## config.mk

```make
export PLATFORM = sky130hd
export DESIGN_NAME = spi_flash_arbiter
export DESIGN_NICKNAME = d
export VERILOG_FILES = /design/src/rtl/spi_flash_arbiter_pkg.sv /design/src/rtl/spi_flash_arbiter.sv
export SDC_FILE = /design/constraint.sdc
export NUM_CORES = 1
export LEC_CHECK = 0
export CORE_AREA = 2 2 52 54
export DETAILED_ROUTE_END_ITERATION = 12
export DIE_AREA = 0 0 54 56
export PLACE_DENSITY = 0.74
export SYNTH_ARGS = -nofsm -noshare
export SYNTH_HDL_FRONTEND = slang
export SYNTH_SLANG_ARGS = --single-unit
```

## constraint.sdc

```tcl
create_clock -name clk -period 1.45 [get_ports clk]
set_input_delay 0.29 -clock clk [delete_from_list [all_inputs] [get_ports clk]]
set_output_delay 0.29 -clock clk [all_outputs]
set_load 0.05 [all_outputs]
```

## src/rtl/spi_flash_arbiter_pkg.sv

```systemverilog
// Shared definitions for the dual-master quad-SPI flash arbiter.
// Holds the arbiter state encoding and the flash lane width.
package spi_flash_arbiter_pkg;

  localparam int unsigned LaneW = 4;

  typedef enum logic [1:0] {
    StIdle = 2'd0,
    StOwn0 = 2'd1,
    StOwn1 = 2'd2,
    StGap  = 2'd3
  } arb_state_e;

endpackage

```

## src/rtl/spi_flash_arbiter.sv

```systemverilog
// Round-robin arbiter that hands one quad-SPI flash to one of two requesters at a time.
// Ownership ends only on a transaction boundary; a deselect gap separates owners.
module spi_flash_arbiter
  import spi_flash_arbiter_pkg::*;
#(
  parameter int unsigned CS_GAP = 2
) (
  input  logic             clk,
  input  logic             rst,
  input  logic             m0_req_i,
  input  logic             m1_req_i,
  output logic             m0_gnt_o,
  output logic             m1_gnt_o,
  input  logic             m0_sclk_i,
  input  logic             m1_sclk_i,
  input  logic             m0_cs_n_i,
  input  logic             m1_cs_n_i,
  input  logic [LaneW-1:0] m0_qdo_i,
  input  logic [LaneW-1:0] m1_qdo_i,
  input  logic [LaneW-1:0] m0_oe_i,
  input  logic [LaneW-1:0] m1_oe_i,
  output logic [LaneW-1:0] m0_qdi_o,
  output logic [LaneW-1:0] m1_qdi_o,
  output logic             sclk_o,
  output logic             cs_n_o,
  output logic [LaneW-1:0] qdo_o,
  output logic [LaneW-1:0] oe_o,
  input  logic [LaneW-1:0] qdi_i
);

  localparam logic [3:0] GapLoad = 4'(CS_GAP);

  arb_state_e state_q;
  logic       last_q;
  logic [3:0] cnt_q;
  logic       gnt0_q;
  logic       gnt1_q;

  // Grants are kept as dedicated flops so the pin mux select never glitches.
  always_ff @(posedge clk or posedge rst) begin
    if (rst) begin
      state_q <= StIdle;
      last_q  <= 1'b1;
      cnt_q   <= 4'd0;
      gnt0_q  <= 1'b0;
      gnt1_q  <= 1'b0;
    end else begin
      unique case (state_q)
        StIdle: begin
          if (m0_req_i && (!m1_req_i || last_q)) begin
            state_q <= StOwn0;
            gnt0_q  <= 1'b1;
          end else if (m1_req_i) begin
            state_q <= StOwn1;
            gnt1_q  <= 1'b1;
          end
        end
        StOwn0: begin
          if (!m0_req_i && m0_cs_n_i) begin
            last_q <= 1'b0;
            gnt0_q <= 1'b0;
            if (GapLoad == 4'd0) begin
              state_q <= StIdle;
            end else begin
              state_q <= StGap;
              cnt_q   <= GapLoad;
            end
          end
        end
        StOwn1: begin
          if (!m1_req_i && m1_cs_n_i) begin
            last_q <= 1'b1;
            gnt1_q <= 1'b0;
            if (GapLoad == 4'd0) begin
              state_q <= StIdle;
            end else begin
              state_q <= StGap;
              cnt_q   <= GapLoad;
            end
          end
        end
        StGap: begin
          // Leave on the edge where the count would reach 1.
          if (cnt_q <= 4'd2) begin
            state_q <= StIdle;
            cnt_q   <= 4'd0;
          end else begin
            cnt_q <= cnt_q - 4'd1;
          end
        end
        default: begin
          state_q <= StIdle;
          gnt0_q  <= 1'b0;
          gnt1_q  <= 1'b0;
        end
      endcase
    end
  end

  assign m0_gnt_o = gnt0_q;
  assign m1_gnt_o = gnt1_q;

  always_comb begin
    sclk_o   = 1'b0;
    cs_n_o   = 1'b1;
    qdo_o    = '0;
    oe_o     = '0;
    m0_qdi_o = '0;
    m1_qdi_o = '0;
    if (gnt0_q) begin
      sclk_o   = m0_sclk_i;
      cs_n_o   = m0_cs_n_i;
      qdo_o    = m0_qdo_i;
      oe_o     = m0_oe_i;
      m0_qdi_o = qdi_i;
    end else if (gnt1_q) begin
      sclk_o   = m1_sclk_i;
      cs_n_o   = m1_cs_n_i;
      qdo_o    = m1_qdo_i;
      oe_o     = m1_oe_i;
      m1_qdi_o = qdi_i;
    end
  end

endmodule
```

==> results.py, run 1 <==
metrics = {
    "detailed_routing": {
        "drt_wl_total_um": 2690,
        "dr.first_iter.drc_count": 6,
        "viasPerCell": 4.91,
        "drtAntennaViolNets": 0,
        "drc": 0,
        "vias": 869,
        "drt_first_pass_iters": 4,
        "wire_per_inst_um": 15.2,
    },
    "floorplanning": {
        "die_h_um": 56,
        "die_width_um": 54,
        "start_util_pct": 31.6,
        "rows": 18,
        "dieArea_sq_mm": 0.00302,
        "io_pins": 48,
        "core_area_sq_mm": 0.00243,
    },
    "global_routing": {
        "grtUsageTotal_pct": 18.9,
        "use_met2_pct": 31.4,
        "antenna_found_initial": 0,
        "top_usage_layer": "met2",
        "met3_usage_pct": 6.18,
        "grt_pass1_wl_um": 4160,
        "grtUsageMet1_pct": 21.3,
        "grt_overflow": 0,
        "grt_pass1_vias": 907,
        "grt_max_degree": 15,
    },
    "critical_path": {
        "crit_chain": "nor2b_4, buf_12, a22o_4, buf_12",
        "r2r_slack_ns": -0.06,
        "crit_type": "reg -> out",
        "crit_buf_inv": 2,
        "start_kind": "flop",
        "cpPeakStageDelay_ns": 0.42,
        "crit_top_cell": "buf_12",
        "reg2regPathDepth": 5,
        "crit_required_ns": 1.16,
        "crit_fanout": 14,
        "r2r-start": "state_q[0]",
        "slowest_stage": "dfrtp_2",
        "timing.rr.end": "state_q[0]",
        "crit_family": "flip-flops",
        "cp.arrival_ns": 1.34,
        "crit_path_end_kind": "output pin",
    },
    "placed_design": {
        "place_congestion": 0.809,
        "placed_cells": 170,
        "dp_hpwl_um": 2150,
        "io_buffers": 47,
    },
    "outcome": {
        "status": "finished, violations left",
        "violations": "setup timing",
    },
    "timing": {
        "setup_ws_ns": -0.183,
        "hold_viol_final": 0,
        "period_share_pct": 113,
        "report.final.slew_viol_count": 0,
        "post-route-min-period_ns": 1.63,
        "tightest_slew_ns": 0.341,
        "finalClockSkew_ns": 0.00420,
        "setup_viol": 20,
        "grt_setup_unrepaired": "true",
        "timing.fmax_mhz": 613,
        "worst_hold_slack_ns": 0.282,
        "maxSlewHeadroom_pct": 77.2,
    },
    "power_and_ir_drop": {
        "p_leak_nw": 0.836,
        "vdd_drop_max_mv": 2.17,
        "power_density_mw_per_mm2": 2530,
    },
    "finish": {
        "seq_area_sq_um": 230,
        "instances_no_fill": 177,
        "multi_input_area_sq_um": 696,
        "synthToLayoutAreaGrowth_pct": 143,
        "nets": 182,
        "drive_gt1_share_pct": 57.1,
        "antenna-diode-count": 0,
        "fillers": 149,
    },
    "yosys": {
        "ys_warn_count": 0,
        "syn_inst": 80,
        "synth_area_leaders": "dfrtp_1, a22o_1, ha_1",
        "yosys.area.top_type": "dfrtp_1",
        "ys_async_sr_fraction_pct": 100,
        "netlist_area_sq_um": 768,
        "syn-num-nets": 114,
        "seq_area_frac_synth_pct": 29.5,
        "synth_edf_count": 0,
        "avgSynthCellArea_sq_um": 9.60,
        "yosysUniqueCellTypes": 29,
        "yosys.area.top_type_share_pct": 26.1,
        "ys.flop_type": "dfrtp_1",
        "synth-seq-cells": 9,
    },
    "clocking": {
        "cts_hold_buf": 0,
        "h-tree-depth": 1,
        "cts_root_buf": "clkbuf_4",
        "clockBufferDepth": 2,
        "numCtsBuffers": 3,
        "cts_tree": "done",
        "clk_latency_ns": 0.27,
        "clkSinkCount": 9,
        "clkTransAtPathRegs_ns": 0.06,
    },
    "run": {
        "drv_cap": 0,
    },
    "hold_path": {
        "hold_class": "in -> async",
    },
}
[cell families (layout without fill, tap and decap cells)]
kind of cell,after synthesis,count (layout),share of synthesized area (%)
muxes,3,3,4.72
AOI/OAI and AO/OA,28,28,29.2
buffers and inverters,13,80,6.35
adders and majority gates,6,6,9.77
and+or+nand+nor,21,21,20.5
DFF,9,9,29.5
[layout make-up]
type / count / share of cell area, %
inverters: 11 / 2.35
flip-flops and latches: 9 / 12.3
repair buffers: 65 / 44.6
multi-input cells: 58 / 37.3
well taps: 30 / 2.01
clock buffers: 4 / 1.41
[flip-flops by register name, indices dropped and copies added, names as in the netlist]
register and cells:
m0_gnt_o 1, state_q 2, m1_gnt_o 1, cnt_q 4, last_q 1
[through the flow]
step / setup TNS (ns) / instance area, sq um / utilization (%) / power (mW) / worst slack, ns
2_1_floorplan: -0.106 / 885 / - / 2.47 / -0.0295
3_3_place_gp: -1.21 / 1700 / 69.9 / 4.05 / -0.218
3_5_place_dp: -1.42 / 1700 / 69.9 / 4.14 / -0.262
4_1_cts: -2.33 / 1810 / 74.5 / 4.58 / -0.166
5_1_grt: -3.50 / 1870 / 76.7 / 4.96 / -0.220
6_report: -2.49 / 1870 / 76.7 / 4.71 / -0.183
[layer usage]
| layer | up-vias | share of wire, % |
|---|---|---|
| met2 | 47 | 47 |
| li1 | 419 | - |
| met3 | 6 | 12 |
| met5 | - | 0 |
| met1 | 397 | 39 |
| met4 | 0 | 1.8 |
[where the power goes]
group | leakage (nW) | internal [mW] | switching, mW | total [mW]
Clock | 0.0150 | 0.106 | 0.0940 | 0.200
Sequential | 0.104 | 0.370 | 0.128 | 0.498
Combinational | 0.718 | 2.12 | 1.90 | 4.02
[worst max path at each step]
stage,start,end,slack [ns],cells past startpoint
after floorplan,cnt_q[0],state_q[0],-0.03,6
after global routing,m1_gnt_o,oe_o[0],-0.22,4
after detailed placement,m1_cs_n_i,state_q[0],-0.26,5
final,m1_gnt_o,qdo_o[2],-0.18,4
after CTS,m1_gnt_o,qdo_o[2],-0.17,4
after global placement,m1_cs_n_i,state_q[0],-0.22,5
[synth_stat cells (2+ instances only)]
library cell,instances
nor2b_1,2
dfrtp_1,8
nand3_1,2
nand2_1,2
o21ai_0,6
inv_1,11
a21oi_1,2
a22o_1,9
clkbuf_1,2
a31oi_1,2
and2_1,8
ha_1,6
nand2b_1,2
o31ai_1,2
nand2b_4,2
[what timing repair did]
item | in CTS | in global routing
endpoints found under the hold margin | 0 | 0
setup endpoints to repair | 23 | 26
resized for setup | 15 | 10
cloned | 0 | 0
buffers inserted | 4 | 2
pin swaps | 4 | 3
[cell usage in the layout, fill, tap and decap left out, drive strengths merged, types with 3 or more instances in the layout]
master / n
ha: 6
and2: 8
inv: 11
clkbuf: 4
o21ai: 7
nand2b: 4
dfrtp: 8
nor2b: 3
buf: 38
a22o: 9
clkdlybuf4s50: 27
Note: power is estimated with default switching activity, not from simulation.
==> inputs of run 2 (changes only) <==
--- a/config.mk
+++ b/config.mk
@@ -6,6 +6,7 @@
 export NUM_CORES = 1
 export LEC_CHECK = 0
 export CORE_AREA = 2 2 52 54
+export CTS_CLUSTER_SIZE = 40
 export DETAILED_ROUTE_END_ITERATION = 12
 export DIE_AREA = 0 0 54 56
 export PLACE_DENSITY = 0.74
==> results of run 2 <==
Final layout, timing and power as in run 1 (identical DEF).
==> inputs of run 3 (changes only) <==
==> constraint.sdc (replaced) <==
create_clock -name clk -period 1.45 [get_ports clk]
set_input_delay 0.3625 -clock clk [delete_from_list [all_inputs] [get_ports clk]]
set_output_delay 0.3625 -clock clk [all_outputs]
set_load 0.05 [all_outputs]
==> run 3 against run 2 <==
First-iteration DRC count grew to 2.8 times the previous value. Sequential share of layout area is 0.13 points lower. Final cell count is 2.3% higher. Critical path depth stayed put. Worst setup slack worse by 0.052 ns. Critical path type unchanged. Count of clock-buffer cells in the layout stayed put. The run still ends with setup timing left.
==> results.py, run 3 (same netlist as run 1, synthesis figures left out) <==
metrics = {
    "timing": {
        "tightest_slew_ns": 0.360,
        "finalClockSkew_ns": 0.00395,
        "setup_ws_ns": -0.234,
        "hold_viol_final": 0,
        "report.final.slew_viol_count": 0,
        "maxSlewHeadroom_pct": 76.0,
        "post-route-min-period_ns": 1.68,
        "period_share_pct": 116,
        "grt_setup_unrepaired": "true",
        "timing.fmax_mhz": 594,
        "setup_viol": 20,
    },
    "critical_path": {
        "crit_path_end_kind": "output pin",
        "r2r_slack_ns": -0.09,
        "crit_start": "m1_gnt_o",
        "reg2regPathDepth": 6,
        "crit_chain": "nor2b_4, buf_6, a22o_4, buf_12",
        "crit_type": "reg -> out",
        "timing.rr.end": "state_q[0]",
        "crit_fanout": 5,
        "slowest_stage": "dfrtp_2",
        "crit_required_ns": 1.09,
        "cpPeakStageDelay_ns": 0.41,
        "cp.arrival_ns": 1.32,
        "start_kind": "flop",
        "crit_end": "oe_o[0]",
        "r2r-start": "cnt_q[0]",
    },
    "global_routing": {
        "grt_overflow": 0,
        "grtUsageTotal_pct": 19.1,
        "grt_pass1_vias": 904,
        "antenna_found_initial": 0,
        "grt_pass1_wl_um": 4230,
        "grt_max_degree": 10,
    },
    "floorplanning": {
        "io_pins": 48,
        "dieArea_sq_mm": 0.00302,
        "die_width_um": 54,
        "start_util_pct": 31.6,
        "rows": 18,
        "die_h_um": 56,
        "core_area_sq_mm": 0.00243,
    },
    "outcome": {
        "status": "finished, violations left",
        "violations": "setup timing",
    },
    "finish": {
        "largestRegisters": "cnt_q: 4 flops, state_q: 2 flops",
        "layout_common_cells": "clkdlybuf4s50_1, buf_12, buf_4",
        "antenna-diode-count": 0,
        "final_common_cell": "clkdlybuf4s50_1",
        "synthToLayoutAreaGrowth_pct": 144,
        "nets": 186,
        "fillers": 151,
        "largest_reg_flops": 4,
        "top_register": "cnt_q",
        "fin_util_pct": 77.2,
        "drive_gt1_share_pct": 57.6,
    },
    "detailed_routing": {
        "vias": 895,
        "drc": 0,
        "drtAntennaViolNets": 0,
        "viasPerCell": 4.94,
        "wire_per_inst_um": 16.0,
        "drt_wl_total_um": 2890,
        "dr.first_iter.drc_count": 17,
        "drt_first_pass_iters": 4,
    },
    "clocking": {
        "clkTransAtPathRegs_ns": 0.06,
        "clk_latency_ns": 0.27,
        "h-tree-depth": 1,
        "cts_hold_buf": 0,
        "cts_root_buf": "clkbuf_4",
        "cts_tree": "done",
        "clkSinkCount": 9,
        "clockBufferDepth": 2,
        "numCtsBuffers": 3,
    },
    "power_and_ir_drop": {
        "p_leak_nw": 0.871,
        "vdd_drop_max_mv": 1.62,
        "power_density_mw_per_mm2": 2570,
    },
    "hold_path": {
        "hold_class": "in -> async",
    },
    "placed_design": {
        "io_buffers": 47,
        "pre_cts_slack_ns": -0.325,
        "dp_hpwl_um": 2250,
        "place_congestion": 0.867,
    },
    "run": {
        "drv_cap": 0,
    },
}
run 3: repair_timing:
| action | 4_1_cts | 5_1_grt |
|---|---|---|
| hold endpoints to repair | 0 | 0 |
| resized for setup | 20 | 9 |
| pin swaps | 1 | 3 |
| setup buffers | 3 | 3 |
| endpoints found under the setup margin | 23 | 25 |
run 3: stage by stage:
stage,hold slack [ns],power (mW),TNS [ns],cell area (sq um),std cells
5_1_grt,0.407,5.05,-4.66,1880,181
4_1_cts,0.358,4.63,-3.61,1830,178
3_5_place_dp,0.555,4.13,-3.53,1690,171
3_3_place_gp,0.543,4.03,-3.06,1690,171
6_report,0.352,4.82,-3.63,1880,181
2_1_floorplan,0.190,2.47,-0.736,887,80
run 3: worst min path at each step:
stage	from	end	depth (start not counted)
4_1_cts	rst	state_q[0]	2
3_3_place_gp	cnt_q[3]	cnt_q[3]	1
6_report	rst	state_q[0]	2
5_1_grt	rst	state_q[0]	2
3_5_place_dp	cnt_q[3]	cnt_q[3]	1
2_1_floorplan	rst	cnt_q[0]	1
run 3: power breakdown:
part           internal (mW)  leakage (nW)  switching [mW]
logic                   2.19         0.751            1.95
registers              0.367         0.105           0.108
clock network          0.107        0.0150          0.0968
run 3: metal layers:
layer	GRT usage, %	vias to the layer above	wire length [um]
met5	0	-	0
met4	6.43	0	39
met3	4.84	5	332
met2	35.4	48	1430
met1	19.9	413	1090
li1	-	429	-
run 3: cell type report:
class,count,area [sq um],share of cell area (%)
repair buffers,69,866,46.1
multi-input cells,58,677,36.1
flip-flops and latches,9,229,12.2
inverters,11,41.3,2.20
well taps,30,37.5,2.00
clock buffers,4,26.3,1.40
run 3: worst max-delay path: cells and delay by family, from the launching register on:
family | cells | cell delay, ns
DFF | 1 | 0.41
buffers and inverters | 2 | 0.27
AOI/OAI and AO/OA | 1 | 0.23
and+or+nand+nor | 1 | 0.14
